### src/rtl/rf_writeback.sv
// Register-file write-port producer: merges ALU results and in-order load
// responses into one registered write stream, formats load data, and tracks
// pending destination registers so operand fetch can stall on them.
module rf_writeback #(
  parameter int LD_DEPTH = 2
) (
  input  logic        clk,
  input  logic        reset,
  input  logic        alu_valid,
  input  logic [4:0]  alu_rd,
  input  logic [31:0] alu_data,
  output logic        alu_ready,
  input  logic        ld_issue_valid,
  input  logic [4:0]  ld_issue_rd,
  input  logic [2:0]  ld_issue_funct3,
  input  logic [1:0]  ld_issue_addr_lo,
  output logic        ld_issue_ready,
  input  logic        mem_rvalid,
  input  logic [31:0] mem_rdata,
  input  logic [4:0]  rs1,
  input  logic [4:0]  rs2,
  output logic        rs1_busy,
  output logic        rs2_busy,
  output logic        write_enable,
  output logic [4:0]  rd,
  output logic [31:0] data_write,
  output logic        protocol_err
);

  localparam int PW = (LD_DEPTH > 1) ? $clog2(LD_DEPTH) : 1;
  localparam int CW = PW + 1;

  logic [4:0]          entRd_q [LD_DEPTH];
  logic [2:0]          entF3_q [LD_DEPTH];
  logic [1:0]          entLo_q [LD_DEPTH];
  logic [LD_DEPTH-1:0] entVld_q;
  logic [PW-1:0]       wrPtr_q, rdPtr_q;
  logic [CW-1:0]       count_q;

  logic        holdVld_q;
  logic [4:0]  holdRd_q;
  logic [31:0] holdData_q;

  logic        we_q;
  logic [4:0]  rd_q;
  logic [31:0] data_q;
  logic        err_q;

  logic        empty, full, push, ldResp;
  logic [4:0]  headRd;
  logic [2:0]  headF3;
  logic [1:0]  headLo;
  logic [7:0]  byteVal;
  logic [15:0] halfVal;
  logic [31:0] ldData;
  logic        winVld, parkAlu, holdClr;
  logic [4:0]  winRd;
  logic [31:0] winData;
  logic        hit1, hit2;

  assign empty          = (count_q == '0);
  assign full           = (count_q == CW'(LD_DEPTH));
  assign ld_issue_ready = !full;
  assign alu_ready      = !holdVld_q;
  assign push           = ld_issue_valid && !full;
  assign ldResp         = mem_rvalid && !empty;
  assign headRd         = entRd_q[rdPtr_q];
  assign headF3         = entF3_q[rdPtr_q];
  assign headLo         = entLo_q[rdPtr_q];

  assign write_enable = we_q;
  assign rd           = rd_q;
  assign data_write   = data_q;
  assign protocol_err = err_q;

  // Select and extend the byte/half of the raw memory word named by the head entry
  always_comb begin
    byteVal = mem_rdata[7:0];
    case (headLo)
      2'd0: byteVal = mem_rdata[7:0];
      2'd1: byteVal = mem_rdata[15:8];
      2'd2: byteVal = mem_rdata[23:16];
      2'd3: byteVal = mem_rdata[31:24];
      default: byteVal = mem_rdata[7:0];
    endcase
    halfVal = headLo[1] ? mem_rdata[31:16] : mem_rdata[15:0];
    case (headF3)
      3'b000:  ldData = {{24{byteVal[7]}}, byteVal};
      3'b100:  ldData = {24'b0, byteVal};
      3'b001:  ldData = {{16{halfVal[15]}}, halfVal};
      3'b101:  ldData = {16'b0, halfVal};
      default: ldData = mem_rdata;
    endcase
  end

  // Priority: load response, then parked ALU result, then live ALU result
  always_comb begin
    winVld  = 1'b0;
    winRd   = '0;
    winData = '0;
    parkAlu = 1'b0;
    holdClr = 1'b0;
    if (ldResp) begin
      winVld  = 1'b1;
      winRd   = headRd;
      winData = ldData;
      parkAlu = alu_valid && alu_ready;
    end else if (holdVld_q) begin
      winVld  = 1'b1;
      winRd   = holdRd_q;
      winData = holdData_q;
      holdClr = 1'b1;
    end else if (alu_valid) begin
      winVld  = 1'b1;
      winRd   = alu_rd;
      winData = alu_data;
    end
  end

  // Pending-write lookup for both operand-fetch ports
  always_comb begin
    hit1 = 1'b0;
    hit2 = 1'b0;
    for (int i = 0; i < LD_DEPTH; i++) begin
      if (entVld_q[i] && (entRd_q[i] == rs1)) hit1 = 1'b1;
      if (entVld_q[i] && (entRd_q[i] == rs2)) hit2 = 1'b1;
    end
    if (holdVld_q && (holdRd_q == rs1)) hit1 = 1'b1;
    if (holdVld_q && (holdRd_q == rs2)) hit2 = 1'b1;
    rs1_busy = (rs1 != 5'd0) && hit1;
    rs2_busy = (rs2 != 5'd0) && hit2;
  end

  // Load queue: push at the tail on issue, pop the head on a response
  always_ff @(posedge clk or negedge reset) begin
    if (!reset) begin
      for (int i = 0; i < LD_DEPTH; i++) begin
        entRd_q[i] <= '0;
        entF3_q[i] <= '0;
        entLo_q[i] <= '0;
      end
      entVld_q <= '0;
      wrPtr_q  <= '0;
      rdPtr_q  <= '0;
      count_q  <= '0;
    end else begin
      if (ldResp) begin
        entVld_q[rdPtr_q] <= 1'b0;
        rdPtr_q           <= rdPtr_q + 1'b1;
      end
      if (push) begin
        entRd_q[wrPtr_q]  <= ld_issue_rd;
        entF3_q[wrPtr_q]  <= ld_issue_funct3;
        entLo_q[wrPtr_q]  <= ld_issue_addr_lo;
        entVld_q[wrPtr_q] <= 1'b1;
        wrPtr_q           <= wrPtr_q + 1'b1;
      end
      case ({push, ldResp})
        2'b10:   count_q <= count_q + 1'b1;
        2'b01:   count_q <= count_q - 1'b1;
        default: count_q <= count_q;
      endcase
    end
  end

  // Hold register parks an ALU result that lost to a load response
  always_ff @(posedge clk or negedge reset) begin
    if (!reset) begin
      holdVld_q  <= 1'b0;
      holdRd_q   <= '0;
      holdData_q <= '0;
    end else if (parkAlu) begin
      holdVld_q  <= 1'b1;
      holdRd_q   <= alu_rd;
      holdData_q <= alu_data;
    end else if (holdClr) begin
      holdVld_q  <= 1'b0;
    end
  end

  // Registered write port; x0 winners are consumed without a write strobe
  always_ff @(posedge clk or negedge reset) begin
    if (!reset) begin
      we_q   <= 1'b0;
      rd_q   <= '0;
      data_q <= '0;
    end else begin
      we_q <= winVld && (winRd != 5'd0);
      if (winVld && (winRd != 5'd0)) begin
        rd_q   <= winRd;
        data_q <= winData;
      end
    end
  end

  // Sticky flag for a response arriving with nothing outstanding
  always_ff @(posedge clk or negedge reset) begin
    if (!reset) begin
      err_q <= 1'b0;
    end else if (mem_rvalid && empty) begin
      err_q <= 1'b1;
    end
  end

endmodule
### config.mk
export PLATFORM = sky130hd
export DESIGN_NAME = rf_writeback
export DESIGN_NICKNAME = d
export VERILOG_FILES = /design/src/rtl/rf_writeback.sv
export SDC_FILE = /design/constraint.sdc
export NUM_CORES = 1
export LEC_CHECK = 0
export ABC_AREA = 1
export BUFFER_PORTS_ARGS = -buffer_cell sky130_fd_sc_hd__buf_2
export CAP_MARGIN = 0
export CORE_UTILIZATION = 59
export CTS_CLUSTER_SIZE = 20
export DETAILED_ROUTE_END_ITERATION = 10
export HOLD_SLACK_MARGIN = 0.06
export PLACE_DENSITY = 0.95
export SLEW_MARGIN = 5
export SYNTH_ARGS = -nofsm -noshare
export SYNTH_HDL_FRONTEND = slang
export SYNTH_SLANG_ARGS = --single-unit
export TNS_END_PERCENT = 1
### constraint.sdc
create_clock -name clk -period 4.05 [get_ports clk]
set_input_delay 0 -clock clk [delete_from_list [all_inputs] [get_ports clk]]
set_output_delay 0 -clock clk [all_outputs]
set_load 0.005 [all_outputs]
After elaboration in Yosys (flattened, before gate mapping)
Index checks and enable logic that the tools add are counted. Widths: inputs -> output; s select.

Add/subtract/negate cells: 4. $lt $le $gt $ge: 7. Equal/unequal tests: 15. Mux-type cells: 48. Bitwise logic cells: 5. Reductions and logical operators: 27.

Operators by type and width (count): $pmux 32 s4 (1); $mux 32 (3); $mux 5 (7); $pmux 8 s4 (1); $eq 5x5->1 (6); $logic_and 1x1->1 (16); $mux 1 (16); $mux 16 (1); $reduce_bool 5->1 (3); $mux 2 (6); $mux 3 (4); $bwmux 10 (1); $eq 2x2->1 const B (4); $bwmux 6 (1); $eq 3x3->1 const B (2); $demux 5 s1 (1); $bwmux 4 (1); $eq 2x1->1 const B (2); $ge 2x2->1 const B (2); $logic_not 2->1 (2); $lt 1x2->1 const B (2); $not 1->2 (2); $pmux 2 s2 (1); $reduce_bool 2->1 (2); other kinds (14) (19).

Register bits: 103. Bits of input ports: 94. Output and inout bits: 43. Logic and storage cells: 123.

Logic depth before layout (Yosys ltp)
Gate-level depths: netlist (run 1).

Depth after elaboration: 9. Mapped depth: 13. Gate-level depth less buffers: 12.

Worst setup path before layout (run 1)
OpenSTA, ideal clock, no wires.

Kind: register -> register. Start: register count_q[0]. End: register count_q[1]. Setup time: 0.131 ns. Arrival time: 1.831 ns. Data required time: 3.919 ns. Setup slack: 2.089 ns. Stages on the path, launching flop included: 10. Buffers on the path: 3. Period minus slack after synthesis: 1.961 ns. Cell sequence: dfrtp_1 > nor2_1 > nor2_4 > buf_2 > buf_2 > buf_2 > ha_1 > a21oi_1 > o21ai_0 > xor2_1.

Cells in the longest elaborated chain, start to end: 5. Elaborated cells between the ends (all ways): 12. Classes of those cells: 2 x add/sub; 3 x eq/ne; 1 x mux; 6 x reduce/logical.

RTL lines: from (decl) (line 38) `logic [CW-1:0] count_q;`; from (signal assigned) (line 159) `2'b10: count_q <= count_q + 1'b1;`; from (signal assigned) (line 160) `2'b01: count_q <= count_q - 1'b1;`; from (signal assigned) (line 161) `default: count_q <= count_q;`; $eq 2x2->1 / $logic_not 2->1 (equally long branches) (line 62, 61); $logic_not 1->1, on equally long branches (line 65, 66); $logic_and 1x1->1, on equally long branches (line 65, 66); $eq 2x1->1 / $eq 2x2->1 (equally long branches) (line 158) `case ({push, ldResp})`; $pmux 2 s2 / $reduce_bool 2->1 (equally long branches).

Several ways; a longest one is shown, not always the timed one. A chain may end at the register's enable or synchronous reset.

Final worst setup path (run 1)
Start: register rdPtr_q. End: register data_q[14] (netlist: data_write[14]).

Cells in the longest elaborated chain, start to end: 8. Elaborated cells between the ends (all ways): 25. Classes of those cells: 6 x eq/ne; 14 x mux; 1 x bitwise; 4 x reduce/logical.

RTL lines: from (decl) (line 37) `logic [PW-1:0] wrPtr_q, rdPtr_q;`; from (signal assigned) (line 149) `rdPtr_q <= rdPtr_q + 1'b1;`; $not 1->2 (implied by the code) (*) (line 67, 68, 69); $mux 2 (implied by the code) (3 in series) (line 69) `assign headLo = entLo_q[rdPtr_q];`; $eq 2x2->1, or another cell as far along (line 79) `case (headLo)`; $pmux 8 s4 (line 79); $pmux 32 s4 (line 87) `case (headF3)`; $mux 32 (line 103) `if (ldResp) begin`; to (signal assigned) (line 191) `data_q <= winData;`; to (decl) (line 46) `logic [31:0] data_q;`.

Every way passes the cells marked *; elsewhere a longest branch is shown, timed or not. The select of a mux whose other input is x is not followed.

==> results of run 1 <==
-- layer usage --
layer | GRT usage | up-vias | share of wire
met5 | 0 | - | 0
met4 | 0.2198 | 0 | 0.046
met3 | 0.07934 | 97 | 0.10
met2 | 0.5994 | 430 | 0.48
met1 | 0.4405 | 3054 | 0.38
li1 | - | 3041 | -
-- cells by family (layout without fill, tap and decap cells) --
| group | count (synthesis) | in the layout |
|---|---|---|
| xor gates and xnor gates | 4 | 4 |
| buffers and inverters | 108 | 300 |
| DFF | 103 | 103 |
| AOI/OAI and AO/OA | 146 | 146 |
| muxes | 13 | 13 |
| and+or+nand+nor | 438 | 438 |
| adders and majority gates | 1 | 1 |
-- metrics by stage --
| step | hold slack [ps] | cell area (um^2) | worst slack [ps] | util |
|---|---|---|---|---|
| 3_5_place_dp | 181.7 | 6618 | 1650 | 0.6770 |
| 5_1_grt | 127.0 | 7596 | 1285 | 0.7771 |
| 6_report | 89.69 | 7596 | 1466 | 0.7771 |
| 2_1_floorplan | -295.6 | 5939 | 2089 | - |
| 3_3_place_gp | 184.3 | 6618 | 1698 | 0.6770 |
| 4_1_cts | 81.08 | 7596 | 1592 | 0.7771 |
-- cell usage in the layout, fill, tap and decap left out, drive strengths merged --
cell         instances
nand3b               4
nand2              293
a221oi              18
nand4                4
inv                 67
clkinv               1
xnor2                2
nand3               76
or2                  3
a21o                 1
nor2                57
bufinv               3
clkbuf              11
ha                   1
o21ai               66
buf                143
a22oi               10
dfrtp              103
a21oi               34
nor3                 1
clkinvlp             1
xor2                 2
mux2                13
o22ai               14
dlygate4sd3         74
a211oi               3
-- Yosys cell counts, types with 2 or more instances --
cell,number
nand2_1,288
nand3_1,74
xnor2_1,2
nand3b_1,4
buf_1,3
a22oi_1,10
inv_1,64
mux2_2,13
a21oi_1,32
buf_6,4
a21oi_2,2
a221oi_1,18
clkbuf_1,16
o21ai_1,3
nand2_2,5
o21ai_0,62
dfrtp_1,103
or2_2,2
nor2_2,2
buf_4,7
nand3_2,2
o22ai_1,14
a211oi_1,3
nor2_1,53
buf_2,11
xor2_1,2
inv_2,3
nand4_1,3
-- layout make-up --
cell class	count	share of cell area
well taps	133	0.02191
inverters	67	0.03311
multi-input cells	602	0.3800
repair buffers	217	0.1944
clock buffers	11	0.01730
flip-flops and latches	103	0.3393
clock inverters	5	0.01400
-- timing repair --
action | 4_1_cts | 5_1_grt
hold endpoints to repair | 163 | 0
hold buffers | 74 | 0
setup buffers | 0 | 0
-- tightest hold or removal path: stages --
cell	delay [ps]
buf_2	80
nand3b_1	110
nand3_1	80
nand2_1	60
nand2_1	60
nand2_1	60
-- worst paths after layout --
| kind | start | end | cells after the start |
|---|---|---|---|
| worst max-delay path | rdPtr_q$_DFFE_PN0N_ | data_write[14]$_DFFE_PN0P_ | 7 |
| worst min-delay path | mem_rdata[6] | data_write[6]$_DFFE_PN0P_ | 6 |
| worst max register to register | rdPtr_q$_DFFE_PN0N_ | data_write[14]$_DFFE_PN0P_ | 7 |
| worst min register to register | protocol_err$_DFFE_PN0P_ | protocol_err$_DFFE_PN0P_ | 1 |
| max in group asynchronous | reset | holdData_q[0]$_DFFE_PN0P_ | 3 |
| min in group asynchronous | reset | holdData_q[29]$_DFFE_PN0P_ | 2 |
-- power breakdown --
| part | leakage [nW] | switching [mW] | internal (mW) |
|---|---|---|---|
| Sequential | 1.26 | 0.406 | 1.53 |
| Clock | 0.114 | 0.363 | 0.412 |
| Combinational | 2.61 | 1.79 | 1.00 |
| Total | 3.99 | 2.56 | 2.94 |
-- state kept, by name, summed over array words and instances, names as in the netlist --
signal	flops
count_q	2
data_write	32
entF3_q	6
entLo_q	4
entRd_q	10
entVld_q	2
holdData_q	32
holdRd_q	5
holdVld_q	1
protocol_err	1
rd	5
rdPtr_q	1
wrPtr_q	1
write_enable	1
==> flow_metrics.env, run 1 <==
export IMPL_num_antenna_cells=0
export IMPL_setup_tns_final_ps=0
export IMPL_cts_max_level=3
export IMPL_hold_viol=0
export IMPL_drc=0
export IMPL_crit_path_start_kind="register"
export IMPL_multi_input_area_um2=2887
export IMPL_synthCells=813
export IMPL_gp_congestion=0.9628
export IMPL_synth_top_family_by_area="simple AND/OR/NAND/NOR gates"
export IMPL_viasPerCell=5.819
export IMPL_cts_tree="done"
export IMPL_p_total_mw=5.501
export IMPL_antenna_found_initial=0
export IMPL_clk_latency_ps=390
export IMPL_cp_slowest_cell="dfrtp_1"
export IMPL_core_area_um2=9774
export IMPL_syn_num_nets=908
export IMPL_yosysTopAreaCell="dfrtp_1"
export IMPL_synth_xor_area_share=0.005898
export IMPL_ys_async_sr_fraction=1.000
export IMPL_root_buffer="clkbuf_8"
export IMPL_grt_remaining_overflow=0
export IMPL_finalWirelength_um=18790
export IMPL_maxClockFrequency_mhz=387.0
export IMPL_cts_resized=0
export IMPL_rows=36
export IMPL_outcome="finished, final reports clean"
export IMPL_synth_compound_gate_area_share=0.1451
export IMPL_synthTopCellsByArea="dfrtp_1 (43%), nand2_1 (18%), nand3_1 (6.2%)"
export IMPL_vdd_drop_max_uv=409.2
export IMPL_clock_path_buffers=2
export IMPL_hpwl_um=11610
export IMPL_syn_to_final_growth_pct=27.89
export IMPL_crit_chain="o21ai_1, buf_4, nor2_1, nand4_2, nand3_1, nand3_1, nand2_1"
export IMPL_max_stage_delay_ps=720
export IMPL_num_vias=6622
export IMPL_fill_cells=639
export IMPL_drtPass1Iterations=6
export IMPL_rsz0062_at_grt="no"
export IMPL_clk_pin_slew_worst_paths_ps=100
export IMPL_ys_warnings_count=0
export IMPL_synthDistinctLibCells=36
export IMPL_worstSetupPathType="register to register"
export IMPL_drt_initial_drc_count=621
export IMPL_routedWlPerCell_um=16.51
export IMPL_stdcell_count=1138
export IMPL_finalSetupViolCount=0
export IMPL_cts_buffers=9
export IMPL_r2r_setup_slack_ps=1470
export IMPL_io_pins=137
export IMPL_syn_avg_cell_area_um2=7.306
export IMPL_synth_seq_cells=103
export IMPL_io_buffers=136
export IMPL_start_util=0.6077
export IMPL_synth_edf_count=0
export IMPL_critical_path_required_ps=4370
export IMPL_grt_usage=0.3646
export IMPL_worstPathMaxFanout=24
export IMPL_synthSimpleGateAreaFrac=0.3082
export IMPL_finalNetCount=1095
export IMPL_seq_area_um2=2577
export IMPL_max_cap_viol_count=0
export IMPL_synth_mux_area_frac=0.02465
export IMPL_drive_above_1_share=0.1891
export IMPL_die_w_um=102.3
export IMPL_crit_path_frequent_cell="nand3_1"
export IMPL_worst_path_buf_inv=1
export IMPL_hold_class="input pin to register"
export IMPL_first_global_vias=6198
export IMPL_cpLargestDelayFamily="simple AND/OR/NAND/NOR gates"
export IMPL_antenna_left=0
export IMPL_die_h_um=102.3
export IMPL_min_period_over_period=0.6381
export IMPL_dp_cells=1048
export IMPL_tightest_slew_ps=910.5
export IMPL_synthesis_area_um2=5939
export IMPL_grt_pass1_wl_um=29060
export IMPL_dieArea_um2=10470
export IMPL_relSlewSlack=0.3930
export IMPL_synth_fa_ha_area_frac=0.002107
export IMPL_leakagePower_nw=3.985
export IMPL_drv_slew=0
export IMPL_grt_max_degree=73
export IMPL_clock_skew_ps=12.30
export IMPL_ys_flop_type="dfrtp_1"
export IMPL_min_period_ps=2584
export IMPL_synth_seq_area_share=0.4340
export IMPL_critPathCaptureType="register"
export IMPL_netlist_area_leader_share=0.4340
export IMPL_arrival_ps=2900
export IMPL_p_per_area_nw_per_um2=724.2
export IMPL_cts_sinks=103
Power figures use the tool's default switching activity.
==> run 2: changes to the inputs <==
--- a/config.mk
+++ b/config.mk
@@ -8,11 +8,11 @@
 export ABC_AREA = 1
 export BUFFER_PORTS_ARGS = -buffer_cell sky130_fd_sc_hd__buf_2
 export CAP_MARGIN = 0
-export CORE_UTILIZATION = 59
+export CORE_UTILIZATION = 55
 export CTS_CLUSTER_SIZE = 20
 export DETAILED_ROUTE_END_ITERATION = 10
 export HOLD_SLACK_MARGIN = 0.06
-export PLACE_DENSITY = 0.95
+export PLACE_DENSITY = 0.9
 export SLEW_MARGIN = 5
 export SYNTH_ARGS = -nofsm -noshare
 export SYNTH_HDL_FRONTEND = slang
==> constraint.sdc (replaced) <==
create_clock -name clk -period 2.6 [get_ports clk]
set_input_delay 0 -clock clk [delete_from_list [all_inputs] [get_ports clk]]
set_output_delay 0 -clock clk [all_outputs]
set_load 0.005 [all_outputs]
==> run 2 against run 1 <==
Combinational power is 59% higher. Critical path depth increased by 3. Routed wire length down 0.20%.
==> flow_metrics.env, run 2 (same netlist as run 1, synthesis figures left out) <==
export IMPL_io_buffers=136
export IMPL_critical_path_required_ps=2880
export IMPL_num_antenna_cells=0
export IMPL_clk_latency_ps=390
export IMPL_rsz0062_at_grt="no"
export IMPL_grt_usage=0.3461
export IMPL_tightest_slew_ps=683.0
export IMPL_io_pins=137
export IMPL_start_util=0.5702
export IMPL_syn_to_final_growth_pct=28.50
export IMPL_antenna_found_initial=0
export IMPL_die_w_um=105.9
export IMPL_finalWirelength_um=18750
export IMPL_cp_slowest_cell="dfrtp_1"
export IMPL_clock_path_buffers=2
export IMPL_grt_max_degree=55
export IMPL_max_cap_viol_count=0
export IMPL_first_global_vias=6422
export IMPL_vdd_drop_max_uv=631.4
export IMPL_cts_max_level=3
export IMPL_critPathCaptureType="register"
export IMPL_drc=0
export IMPL_root_buffer="clkbuf_8"
export IMPL_worstSetupPathType="register to register"
export IMPL_routedWlPerCell_um=16.35
export IMPL_layout_commonest_cell="nand2_1"
export IMPL_antenna_left=0
export IMPL_clk_pin_slew_worst_paths_ps=100
export IMPL_relSlewSlack=0.5434
export IMPL_die_h_um=105.9
export IMPL_clock_skew_ps=15.95
export IMPL_crit_path_start_kind="register"
export IMPL_cts_tree="done"
export IMPL_grt_remaining_overflow=0
export IMPL_min_period_ps=2311
export IMPL_worst_path_buf_inv=3
export IMPL_rows=37
export IMPL_cpLargestDelayFamily="flip-flops"
export IMPL_drtPass1Iterations=6
export IMPL_crit_chain="inv_2, o21ai_0, nor2_2, inv_1, a21oi_2, nand2_1, buf_4, nand3_1, nand2_1, nand2_1"
export IMPL_cts_buffers=9
export IMPL_drive_above_1_share=0.1949
export IMPL_whs_ps=97.63
export IMPL_outcome="finished, final reports clean"
export IMPL_gp_congestion=0.9624
export IMPL_hold_viol=0
export IMPL_worstPathMaxFanout=22
export IMPL_max_stage_delay_ps=720
export IMPL_setup_tns_final_ps=0
export IMPL_p_total_mw=8.413
export IMPL_cts_sinks=103
export IMPL_grt_pass1_wl_um=30550
export IMPL_leakagePower_nw=3.999
export IMPL_viasPerCell=5.618
export IMPL_p_per_area_nw_per_um2=1102
export IMPL_final_util=0.7327
export IMPL_drv_slew=0
export IMPL_core_area_um2=10420
export IMPL_hold_class="input pin to register"
export IMPL_stdcell_area_um2=7632
export IMPL_arrival_ps=2590
export IMPL_place_area_um2=6691
export IMPL_dieArea_um2=11220
export IMPL_hpwl_um=12270
export IMPL_layout_common_cells="nand2_1 (288), buf_2 (135), dfrtp_1 (103)"
export IMPL_maxClockFrequency_mhz=432.7
export IMPL_finalSetupViolCount=0
export IMPL_num_vias=6444
export IMPL_min_period_over_period=0.8890
export IMPL_crit_path_frequent_cell="nand2_1"
export IMPL_finalNetCount=1101
export IMPL_drt_initial_drc_count=816
[run 2: through the flow]
step / cells / worst slack [ps]
after floorplan: 813 / 638.6
after global placement: 1056 / 227.8
after detailed placement: 1056 / 191.7
after CTS: 1147 / 153.2
after global routing: 1147 / 55.86
final: 1147 / 288.7
[run 2: area by class of cell]
type	count	area, um^2
Tap cell	136	170.2
Multi-Input combinational cell	602	2903
Clock buffer	10	137.6
Clock inverter	6	43.79
Timing Repair Buffer	223	1549
Fill cell	808	2784
Inverter	67	251.5
Sequential cell	103	2577
[run 2: what timing repair did]
item	4_1_cts	5_1_grt
setup endpoints to repair	0	24
hold buffers	75	0
endpoints found under the hold margin	142	0
buffers inserted	0	0
resized for setup	0	1
[run 2: tightest hold or removal path, cell delays in order]
cell and delay [ps]:
buf_2 110, nand2_1 50, nand2_1 50, nor2_1 50, nand2_1 50, nand3_1 70, nand2_1 70
[run 2: final timing paths]
check	slack, ps	cells past startpoint	from	end
max	290	10	rdPtr_q$_DFFE_PN0N_	data_write[22]$_DFFE_PN0P_
min	100	7	mem_rdata[15]	data_write[15]$_DFFE_PN0P_
max reg2reg	290	10	rdPtr_q$_DFFE_PN0N_	data_write[22]$_DFFE_PN0P_
min reg2reg	460	1	protocol_err$_DFFE_PN0P_	protocol_err$_DFFE_PN0P_
max in group asynchronous	1700	3	reset	holdData_q[13]$_DFFE_PN0P_
min in group asynchronous	180	2	reset	holdData_q[27]$_DFFE_PN0P_
[run 2: report_power, final]
part	internal, mW	switching (mW)
sequential	2.38	0.627
combinational	1.64	2.80
clock	0.380	0.574
total	4.41	4.01
[run 2: per-layer routing]
layer / global-route usage / vias to the layer above / routed length, um / part of all wire
li1: - / 3057 / - / -
met4: 0.1756 / 0 / 805 / 0.043
met3: 0.06254 / 81 / 1543 / 0.082
met5: 0 / - / 0 / 0
met1: 0.4247 / 2956 / 7507 / 0.40
met2: 0.5854 / 350 / 8892 / 0.47
==> run 3: changes to the inputs <==
--- a/config.mk
+++ b/config.mk
@@ -9,6 +9,7 @@
 export BUFFER_PORTS_ARGS = -buffer_cell sky130_fd_sc_hd__buf_2
 export CAP_MARGIN = 0
 export CORE_UTILIZATION = 55
+export CTS_BUF_LIST = sky130_fd_sc_hd__clkbuf_16
 export CTS_CLUSTER_SIZE = 20
 export DETAILED_ROUTE_END_ITERATION = 10
 export HOLD_SLACK_MARGIN = 0.06
==> run 3 against run 2 <==
Die area is the same. Sequential power is essentially flat. Critical path depth is the same. Largest power group unchanged. Via count shrank 1.1%. Maximum frequency shrank 0.61%. Clock-buffer cell count shrank 1. Critical endpoint is now data_write[27]$_DFFE_PN0P_. Cell count shrank 0.61%. Highest routed layer unchanged.
==> flow_metrics.env, run 3 (same netlist as run 1, synthesis figures left out) <==
export IMPL_arrival_ps=2550
export IMPL_finalWirelength_um=18620
export IMPL_maxClockFrequency_mhz=430.0
export IMPL_cts_max_level=3
export IMPL_setup_tns_final_ps=0
export IMPL_post_cts_buffers=0
export IMPL_outcome="finished, final reports clean"
export IMPL_antenna_left=0
export IMPL_vdd_drop_max_uv=627.3
export IMPL_finalNetCount=1094
export IMPL_p_sw_frac=0.4612
export IMPL_drive_above_1_share=0.1952
export IMPL_start_util=0.5702
export IMPL_hold_class="input pin to register"
export IMPL_intPower_mw=4.677
export IMPL_switching_power_mw=4.003
export IMPL_die_w_um=105.9
export IMPL_p_per_area_nw_per_um2=1134
export IMPL_critical_path_required_ps=2830
export IMPL_max_stage_delay_ps=730
export IMPL_io_pins=137
export IMPL_clk_latency_ps=350
export IMPL_crit_chain="inv_2, o21ai_0, nor2_2, inv_1, a21oi_2, nand2_1, buf_4, nand3_1, nand2_1, nand2_1"
export IMPL_grt_max_degree=55
export IMPL_io_buffers=136
export IMPL_num_vias=6375
export IMPL_antenna_found_initial=0
export IMPL_cp_slowest_cell="dfrtp_1"
export IMPL_final_util=0.7348
export IMPL_stdcell_area_um2=7654
export IMPL_whs_ps=73.76
export IMPL_min_period_over_period=0.8944
export IMPL_layout_common_cells="nand2_1 (288), buf_2 (135), dfrtp_1 (103)"
export IMPL_gp_congestion=0.9624
export IMPL_grt_remaining_overflow=0
export IMPL_leakagePower_nw=4.011
export IMPL_first_global_vias=6301
export IMPL_drv_slew=0
export IMPL_viasPerCell=5.592
export IMPL_max_cap_viol_count=0
export IMPL_grt_pass1_wl_um=30360
export IMPL_place_area_um2=6691
export IMPL_drc=0
export IMPL_cts_buffers=9
export IMPL_cts_tree="done"
export IMPL_clk_pin_slew_worst_paths_ps=70
export IMPL_worstPathMaxFanout=22
export IMPL_finalSetupViolCount=0
export IMPL_syn_to_final_growth_pct=28.86
export IMPL_relSlewSlack=0.5398
export IMPL_crit_path_start_kind="register"
export IMPL_hpwl_um=12270
export IMPL_num_antenna_cells=0
export IMPL_cts_sinks=103
export IMPL_layout_commonest_cell="nand2_1"
export IMPL_clock_skew_ps=8.723
export IMPL_clock_path_buffers=2
export IMPL_rsz0062_at_grt="no"
export IMPL_drtPass1Iterations=5
export IMPL_min_period_ps=2326
export IMPL_die_h_um=105.9
export IMPL_routedWlPerCell_um=16.33
export IMPL_grt_usage=0.3459
export IMPL_p_total_mw=8.680
export IMPL_critPathCaptureType="register"
export IMPL_p_seq_frac=0.348
export IMPL_root_buffer="clkbuf_16"
export IMPL_drt_initial_drc_count=627
export IMPL_rows=37
export IMPL_core_area_um2=10420
export IMPL_dieArea_um2=11220
export IMPL_tightest_slew_ps=688.4
export IMPL_worstSetupPathType="register to register"
export IMPL_clkPwrFrac=0.145
export IMPL_hold_viol=0
export IMPL_crit_path_frequent_cell="nand2_1"
export IMPL_p_comb_frac=0.507
## run 3: cell types whose count changed in the layout (fill, tap and decap cells not counted)
cell           previous run  this run
clkbuf_16                 0         9
clkbuf_8                 10         0
dlygate4sd3_1            75        68
clkinv_1                  0         1
## run 3: power groups by stage
stage               registers (mW)  logic, mW  clock network [mW]
floorplan                     2.84       3.13                   0
finish                        3.02       4.40                1.26
CTS                           2.99       4.29                1.27
global route                  3.10       4.96                1.33
global placement              2.98       4.08                   0
detailed placement            3.00       4.18                   0
## run 3: metrics by stage
step / instances / setup WS, ps
after floorplan: 813 / 638.6
after global placement: 1056 / 227.8
after detailed placement: 1056 / 191.7
after CTS: 1140 / 131.1
after global routing: 1140 / 86.42
final: 1140 / 274.5
## run 3: layout make-up
class / instances / area [um^2]
clock buffers: 9 / 225.2
inverters: 67 / 251.5
repair buffers: 216 / 1479
flip-flops and latches: 103 / 2577
multi-input cells: 602 / 2903
fillers: 799 / 2763
clock inverters: 7 / 47.55
well taps: 136 / 170.2
## run 3: timing repair
item	in CTS	in global routing
hold endpoints to repair	134	0
setup endpoints to repair	0	22
hold buffers	68	0
gates resized for setup	0	1
## run 3: worst max-delay path, delay by kind of cell (launching register included)
kind	cells	cell delay [ps]
buffers and inverters	3	570
AND/OR/NAND/NOR	5	430
AO/OA/AOI/OAI	2	480
flip-flops	1	730
## run 3: path summary, 6_finish.rpt
path	startpoint	end	slack [ps]	cells past startpoint
max	rdPtr_q$_DFFE_PN0N_	data_write[27]$_DFFE_PN0P_	270	10
min	mem_rdata[3]	data_write[3]$_DFFE_PN0P_	70	6
max reg2reg	rdPtr_q$_DFFE_PN0N_	data_write[27]$_DFFE_PN0P_	270	10
min reg2reg	protocol_err$_DFFE_PN0P_	protocol_err$_DFFE_PN0P_	460	1
max in group asynchronous	reset	holdData_q[8]$_DFFE_PN0P_	1670	3
min in group asynchronous	reset	holdData_q[27]$_DFFE_PN0P_	220	2
## run 3: routing by layer
metal,GRT usage,share of wire,vias up
li1,-,-,3043
met1,0.4252,0.40,2924
met2,0.5878,0.49,338
met3,0.05886,0.070,70
met4,0.1736,0.042,0
met5,0,0,-
